===== config.mk =====
export PLATFORM = sky130hd
export DESIGN_NAME = byte_unrotator_pipe_flat
export DESIGN_NICKNAME = d
export VERILOG_FILES = /design/src/rtl/byte_unrotator_pipe_if.sv /design/src/rtl/byte_unrotator_pipe.sv /design/src/flat_wrapper.sv
export SDC_FILE = /design/constraint.sdc
export NUM_CORES = 1
export LEC_CHECK = 0
export BUFFER_PORTS_ARGS = -buffer_cell sky130_fd_sc_hd__clkbuf_2
export CORE_MARGIN = 8
export CORE_UTILIZATION = 45
export CTS_BUF_LIST = sky130_fd_sc_hd__clkbuf_16
export DETAILED_ROUTE_END_ITERATION = 10
export PLACE_DENSITY = 0.62
export SYNTH_ARGS = -nofsm -noshare
export SYNTH_HDL_FRONTEND = slang
export SYNTH_SLANG_ARGS = --single-unit

===== constraint.sdc =====
create_clock -name clk -period 3.8 [get_ports clk]
set_input_delay 0.38 -clock clk [delete_from_list [all_inputs] [get_ports clk]]
set_output_delay 0.38 -clock clk [all_outputs]
set_load 0.1 [all_outputs]

===== src/rtl/byte_unrotator_pipe_if.sv =====
// Valid/ready word stream carrying an N-byte word and its rotate amount.
// The master drives the word; the slave answers with ready.
interface byte_unrotator_pipe_if #(
  parameter int N = 16
);
  localparam int SW = $clog2(N);

  logic              valid;
  logic              ready;
  logic [8*N-1:0]    data;
  logic [SW-1:0]     amt;

  modport master (output valid, output data, output amt, input ready);
  modport slave  (input valid, input data, input amt, output ready);
endinterface


===== src/rtl/byte_unrotator_pipe.sv =====
// Elastic log2(N)-stage byte-lane rotator toward lane 0; stage s rotates by 2^s lanes
// when amount bit s is set, so the chain as a whole undoes a forward rotation by k.
module byte_unrotator_pipe #(
  parameter int N = 16
) (
  input  logic                    clk,
  input  logic                    reset,
  byte_unrotator_pipe_if.slave    in_if,
  byte_unrotator_pipe_if.master   out_if,
  output logic [$clog2(N):0]      occupancy
);
  localparam int SW = $clog2(N);

  logic [SW-1:0]   valid_q, valid_d;
  logic [8*N-1:0]  data_q [SW];
  logic [8*N-1:0]  data_d [SW];
  logic [SW-1:0]   amt_q  [SW];
  logic [SW-1:0]   amt_d  [SW];
  logic [SW:0]     occupancy_q, occupancy_d;
  logic [SW:0]     ready;
  logic            up_valid;
  logic [8*N-1:0]  up_data;
  logic [SW-1:0]   up_amt;

  function automatic logic [8*N-1:0] rot_down(input logic [8*N-1:0] d, input int sh);
    logic [8*N-1:0] r;
    r = '0;
    for (int j = 0; j < N; j++) begin
      r[8*j +: 8] = d[8*((j + sh) % N) +: 8];
    end
    return r;
  endfunction

  // Ready ripples back from the output so a full pipe still accepts when the sink drains.
  always_comb begin
    ready[SW] = out_if.ready;
    for (int s = SW - 1; s >= 0; s--) begin
      ready[s] = !valid_q[s] || ready[s+1];
    end

    valid_d     = valid_q;
    data_d      = data_q;
    amt_d       = amt_q;
    up_valid    = 1'b0;
    up_data     = '0;
    up_amt      = '0;
    occupancy_d = '0;

    for (int s = 0; s < SW; s++) begin
      if (s == 0) begin
        up_valid = in_if.valid;
        up_data  = in_if.data;
        up_amt   = in_if.amt;
      end else begin
        up_valid = valid_q[s-1];
        up_data  = data_q[s-1];
        up_amt   = amt_q[s-1];
      end
      if (ready[s]) begin
        valid_d[s] = up_valid;
        // Payload holds when a bubble moves in, so idle-cycle junk never enters the pipe.
        if (up_valid) begin
          data_d[s] = up_amt[s] ? rot_down(up_data, 1 << s) : up_data;
          amt_d[s]  = up_amt;
        end
      end
      occupancy_d = occupancy_d + (SW+1)'(valid_d[s]);
    end
  end

  always_ff @(posedge clk) begin
    if (reset) begin
      valid_q     <= '0;
      occupancy_q <= '0;
      for (int s = 0; s < SW; s++) begin
        data_q[s] <= '0;
        amt_q[s]  <= '0;
      end
    end else begin
      valid_q     <= valid_d;
      occupancy_q <= occupancy_d;
      for (int s = 0; s < SW; s++) begin
        data_q[s] <= data_d[s];
        amt_q[s]  <= amt_d[s];
      end
    end
  end

  assign in_if.ready  = ready[0];
  assign out_if.valid = valid_q[SW-1];
  assign out_if.data  = data_q[SW-1];
  assign out_if.amt   = amt_q[SW-1];
  assign occupancy    = occupancy_q;
endmodule


===== src/flat_wrapper.sv =====
// flat-port wrapper written by rule: the top's interface ports become plain ports
module byte_unrotator_pipe_flat 
#(
  parameter int N = 16
)
  (clk, reset, occupancy, in_if_valid, in_if_data, in_if_amt, in_if_ready, out_if_valid, out_if_data, out_if_amt, out_if_ready);
  byte_unrotator_pipe_if #(.N(N)) in_if_i ();
  byte_unrotator_pipe_if #(.N(N)) out_if_i ();
  input  logic clk;
  input  logic reset;
  output logic [$clog2(N):0] occupancy;
  input wire logic [$bits(in_if_i.valid)-1:0] in_if_valid;
  input wire logic [$bits(in_if_i.data)-1:0] in_if_data;
  input wire logic [$bits(in_if_i.amt)-1:0] in_if_amt;
  output wire logic [$bits(in_if_i.ready)-1:0] in_if_ready;
  output wire logic [$bits(out_if_i.valid)-1:0] out_if_valid;
  output wire logic [$bits(out_if_i.data)-1:0] out_if_data;
  output wire logic [$bits(out_if_i.amt)-1:0] out_if_amt;
  input wire logic [$bits(out_if_i.ready)-1:0] out_if_ready;
  assign in_if_i.valid = in_if_valid;
  assign in_if_i.data = in_if_data;
  assign in_if_i.amt = in_if_amt;
  assign in_if_ready = in_if_i.ready;
  assign out_if_valid = out_if_i.valid;
  assign out_if_data = out_if_i.data;
  assign out_if_amt = out_if_i.amt;
  assign out_if_i.ready = out_if_ready;
  byte_unrotator_pipe #(.N(N)) u_core (.clk(clk), .reset(reset), .in_if(in_if_i), .out_if(out_if_i), .occupancy(occupancy));
endmodule

Word-level counts from Yosys, hierarchy flattened
Cells that the tools add are included.
{"block": "op_classes", "addsub": 3, "n_mux": 8, "reduce_logical": 12}
{"op": "128-bit two-way mux", "count": 4}
{"op": "5-bit by 1-bit adder with 5-bit output", "count": 2}
{"op": "2-bit AND reduction", "count": 4}
{"op": "1-bit logical NOT", "count": 4}
{"op": "1-bit logical OR", "count": 4}
{"op": "1-bit two-way mux", "count": 4}
{"op": "1-bit by 1-bit adder with 2-bit output", "count": 1}
{"block": "totals", "ff_bits": 537, "elab_cells": 33, "in_bits": 136, "output_inout_bits": 139}

Logic depth before layout (Yosys ltp)
{"block": "logic_depth", "ltp_word": 9, "mapped_depth": 9, "ltp_nobuf": 6}

Worst setup path before layout
OpenSTA, ideal clock, no wires.
{"block": "synth_path", "path_kind": "flip-flop to flip-flop", "start": "reg u_core.valid_q[3]", "end": "reg u_core.occupancy_q[1] (netlist: u_core.occupancy[1])", "t_arrival_ns": 2.632, "required_time_ns": 3.683, "n_path_buf": 2, "setup_slack_ns": 1.050, "path_stages_with_launch": 9, "period_less_slack_ns": 2.750, "setup_ns": 0.117, "cell_sequence": "dfxtp_1 nand4b_1 buf_2 buf_1 nand2_1 ha_1 fa_1 ha_1 nor2b_1"}
{"block": "synth_between", "elab_cells_between_ends": 12, "classes_between": "3 x add/sub; 4 x mux; 5 x reduce/logical"}
{"element": "start: declaration", "line": "byte_unrotator_pipe.sv:14", "source": "logic [SW-1:0] valid_q, valid_d;"}
{"element": "start signal: assignment", "line": "byte_unrotator_pipe.sv:80", "source": "valid_q <= valid_d;"}
{"element": "1-bit logical NOT", "line": "byte_unrotator_pipe.sv:38", "source": "ready[s] = !valid_q[s] || ready[s+1];"}
{"element": "1-bit logical OR (3 in series)", "line": "byte_unrotator_pipe.sv:38"}
{"element": "1-bit two-way mux", "line": "byte_unrotator_pipe.sv:59", "source": "if (ready[s]) begin"}
{"element": "via u_core.valid_d[1]", "line": "byte_unrotator_pipe.sv:14"}
{"element": "1-bit by 1-bit adder with 2-bit output", "line": "byte_unrotator_pipe.sv:67", "source": "occupancy_d = occupancy_d + (SW+1)'(valid_d[s]);"}
{"element": "5-bit by 1-bit adder with 5-bit output (2 in series)", "line": "byte_unrotator_pipe.sv:67"}
{"element": "via u_core.occupancy_d[1]", "line": "byte_unrotator_pipe.sv:19", "source": "logic [SW:0] occupancy_q, occupancy_d;"}
{"element": "end signal: assignment", "line": "byte_unrotator_pipe.sv:81", "source": "occupancy_q <= occupancy_d;"}
{"element": "end: declaration", "line": "byte_unrotator_pipe.sv:19"}
The timed path passes the listed nets, and every way through them passes these cells.
A chain may end at the register's enable or synchronous reset.

Worst setup path in the final report
{"block": "layout_path", "start": "reg u_core.valid_q[2]", "end": "reg u_core.data_q[454] (netlist name)"}
{"block": "layout_between", "elab_chain_len": 5}
{"element": "1-bit logical NOT", "line": "byte_unrotator_pipe.sv:38"}
{"element": "1-bit logical OR (3 in series)", "line": "byte_unrotator_pipe.sv:38"}
{"element": "2-bit AND reduction (no source line)"}
{"element": "end signal: indexed assignment", "line": "byte_unrotator_pipe.sv:83", "source": "data_q[s] <= data_d[s];"}
{"element": "end: declaration", "line": "byte_unrotator_pipe.sv:15", "source": "logic [8*N-1:0] data_q [SW];"}
Every way passes these cells.

==> impl_metrics.tcl <==
set metrics [dict create \
    layout_commonest_cell "dfxtp_1" \
    max_cap_viol_count 0 \
    ff2ff_path_depth 4 \
    ys_seq_elements 535 \
    worstPathRequired_ns 4.30 \
    finalSetupViolCount 0 \
    final_area_um2 28600 \
    end_kind "register" \
    core_area_um2 57700 \
    seq_area_frac_synth_pct 40.8 \
    dieWidth_um 258 \
    area_delta_synth_final_pct 8.77 \
    status "completed" \
    drc 0 \
    final_cell_mix "529 x dfxtp_1, 516 x mux2i_1, 399 x a21oi_1" \
    hold_class "input pin to register" \
    cts_tree "built" \
    regArea_um2 10700 \
    crit_family "compound AO/OA/AOI/OAI gates" \
    antenna_found_initial 1 \
    tightest_slew_ns 1.12 \
    postCtsSetupBuffers 0 \
    syn_inst 2692 \
    grt_pass1_wl_mm 123 \
    numCtsBuffers 58 \
    setup-tns-final_ns 0 \
    synth.largest_area_cell "dfxtp_1" \
    via_per_inst 5.78 \
    globalRouteTotalUtil_pct 23.7 \
    die_h_um 258 \
    async_reset_ff_share_pct 0 \
    slew_headroom_pct 25.3 \
    final_max_slew_viol_count 0 \
    dr.pass1.iters 5 \
    min_to "u_core.data_q[469]" \
    slowest_stage "o21ai_4" \
    first_iter_violations 1905 \
    vdd_drop_max_mv 0.381 \
    grt_pass1_vias 19000 \
    cp_data_arrival_time_ns 3.24 \
    start_util_pct 45.5 \
    clk_path_buf_depth 3 \
    critPathMaxFanout 49 \
    reg2reg_to "u_core.data_q[454]" \
    die-area_um2 66400 \
    root_buffer "clkbuf_16" \
    hold_viol_final 0 \
    ys_types 31 \
    synth_top_cell_area_share_pct 40.8 \
    r2r_slack_ns 1.06 \
    finClkSkew_ns 0.0277 \
    hold_depth 4 \
    insertion_delay_ns 0.63 \
    leakage_uw 0.0102 \
    finalWeightedCongestion 0.889 \
    place_area_um2 26800 \
    grt_overflow 0 \
    synth_edf_count 0 \
    rsz0062_at_grt "no" \
    hp-start "in_if_data[85]" \
    worstReg2RegStart "u_core.valid_q[2]" \
    clock-sinks 535 \
    ios 275 \
    crit_buf_inv 1 \
    synth.cell_area_um2 26300 \
    fill_cells 5445 \
    multi_input_area_um2 13300 \
    synth_area_leaders "dfxtp_1 41%, mux2i_1 20%, a211oi_1 11%" \
    clk_pin_slew_ns 0.06 \
    timing.fmax_mhz 365 \
    core.rowCount 88 \
    vias 20000 \
    avgSynthCellArea_um2 9.76 \
    grt_max_degree 154 \
    timing.final.crit_period_ns 2.74 \
    crit_type "register to register" \
    crit_chain "nand4b_1 > o21ai_4 > buf_12 > mux2_2" \
    finalWirelength_mm 82.9 \
    worst_slack_ns 1.06 \
    ys_warn_count 0 \
    drive_above_1_share_pct 19.4 \
    nets 2787 \
    ant_nets 0 \
    power_density_nw_per_um2 468 \
    io_buffers 272 \
    htreeDepth 2 \
    avgRoutedWirePerCell_um 24.0 \
    pre_cts_ws_ns 1.11 \
    yosys_most_used_dff "dfxtp_1" \
    timing.final.crit_share_pct 72.2 \
    cp-start-kind "register" \
    place_hpwl_mm 62.0 \
    critical_path.max_stage_delay_ns 0.75 \
]
-- cells in the mapped netlist, drive strengths merged, types with 2 or more instances --
library cell and count:
a21oi 399, nor2b 133, a211oi 384, buf 286, inv 3, nand2 4
nor2 131, mux2 128, clkbuf 129, nand3 12, ha 2, nand2b 9
mux2i 516, dfxtp 535, o21ai 13
-- stage by stage --
| stage | std cells | power (µW) | hold slack [ns] | util, % |
|---|---|---|---|---|
| after CTS | 3456 | 13400 | 0.135 | 49.5 |
| after global routing | 3457 | 13800 | 0.167 | 49.5 |
| after global placement | 3350 | 8220 | 0.448 | 46.5 |
| after floorplan | 2693 | 7700 | 0.440 | - |
| after detailed placement | 3350 | 8250 | 0.458 | 46.5 |
| final | 3457 | 13400 | 0.162 | 49.5 |
-- logic make-up (layout without fill, tap and decap cells) --
kind of cell             after synthesis  in the layout  synth area share, %
multiplexers                         644            644                 25.6
flip-flops                           535            535                 40.8
other                                  1              3               0.0143
AND/OR/NAND/NOR                      293            293                 5.67
buffers and inverters                418            416                 8.88
AO/OA/AOI/OAI                        798            798                 18.9
adder cells (fa/ha/maj)                3              3                0.171
-- where the power goes --
part | internal [µW] | total [µW] | leakage (µW) | switching (µW)
Clock | 2890 | 5220 | 0.000911 | 2330
Combinational | 648 | 1890 | 0.00491 | 1240
Sequential | 5930 | 6270 | 0.00439 | 342
Total | 9460 | 13400 | 0.0102 | 3910
-- how the worst max path moves through the flow --
stage               cells past startpoint                   to  slack [ns]              start
floorplan                               8  u_core.occupancy[1]        1.05  u_core.valid_q[3]
global placement                        4   u_core.data_q[417]        1.16  u_core.valid_q[2]
detailed placement                      4   u_core.data_q[454]        1.11  u_core.valid_q[2]
CTS                                     4   u_core.data_q[454]        1.10  u_core.valid_q[2]
global route                            4   u_core.data_q[454]        0.91  u_core.valid_q[2]
finish                                  4   u_core.data_q[454]        1.06  u_core.valid_q[2]
-- area by class of cell --
| type | instances | share of cell area [%] |
|---|---|---|
| antenna | 1 | 0.00876 |
| clock buffer | 58 | 5.08 |
| clock inverter | 45 | 0.941 |
| inverter | 3 | 0.0394 |
| multi-input combinational | 1740 | 46.4 |
| sequential | 535 | 37.6 |
| tap | 765 | 3.35 |
| timing repair buffer | 310 | 6.59 |
-- metal layers --
metal / part of all wire [%] / up-vias / track usage [%]
li1: - / 9627 / -
met1: 47 / 9635 / 33.7
met2: 44 / 602 / 36.3
met3: 5.5 / 101 / 3.56
met4: 3.1 / 0 / 7.94
met5: 0 / - / 0
-- state kept, by name, indices dropped and copies added, names as in the netlist --
register            flops
u_core.amt_q            8
u_core.data_q         256
u_core.occupancy        3
u_core.out_if.amt       4
u_core.out_if.data    128
u_core.up_amt           4
u_core.up_data        128
u_core.valid_q          4
-- timing repair --
item	CTS	global route
hold buffers	3	0
endpoints found under the setup margin	0	0
hold endpoints to repair	3	0
resized for setup	0	0
-- worst min-delay path: stages --
cell and delay [ns]:
clkbuf_2 0.09, mux2i_1 0.06, nor2_1 0.07, mux2_2 0.14
No activity file was read; power rests on OpenSTA's default activity.
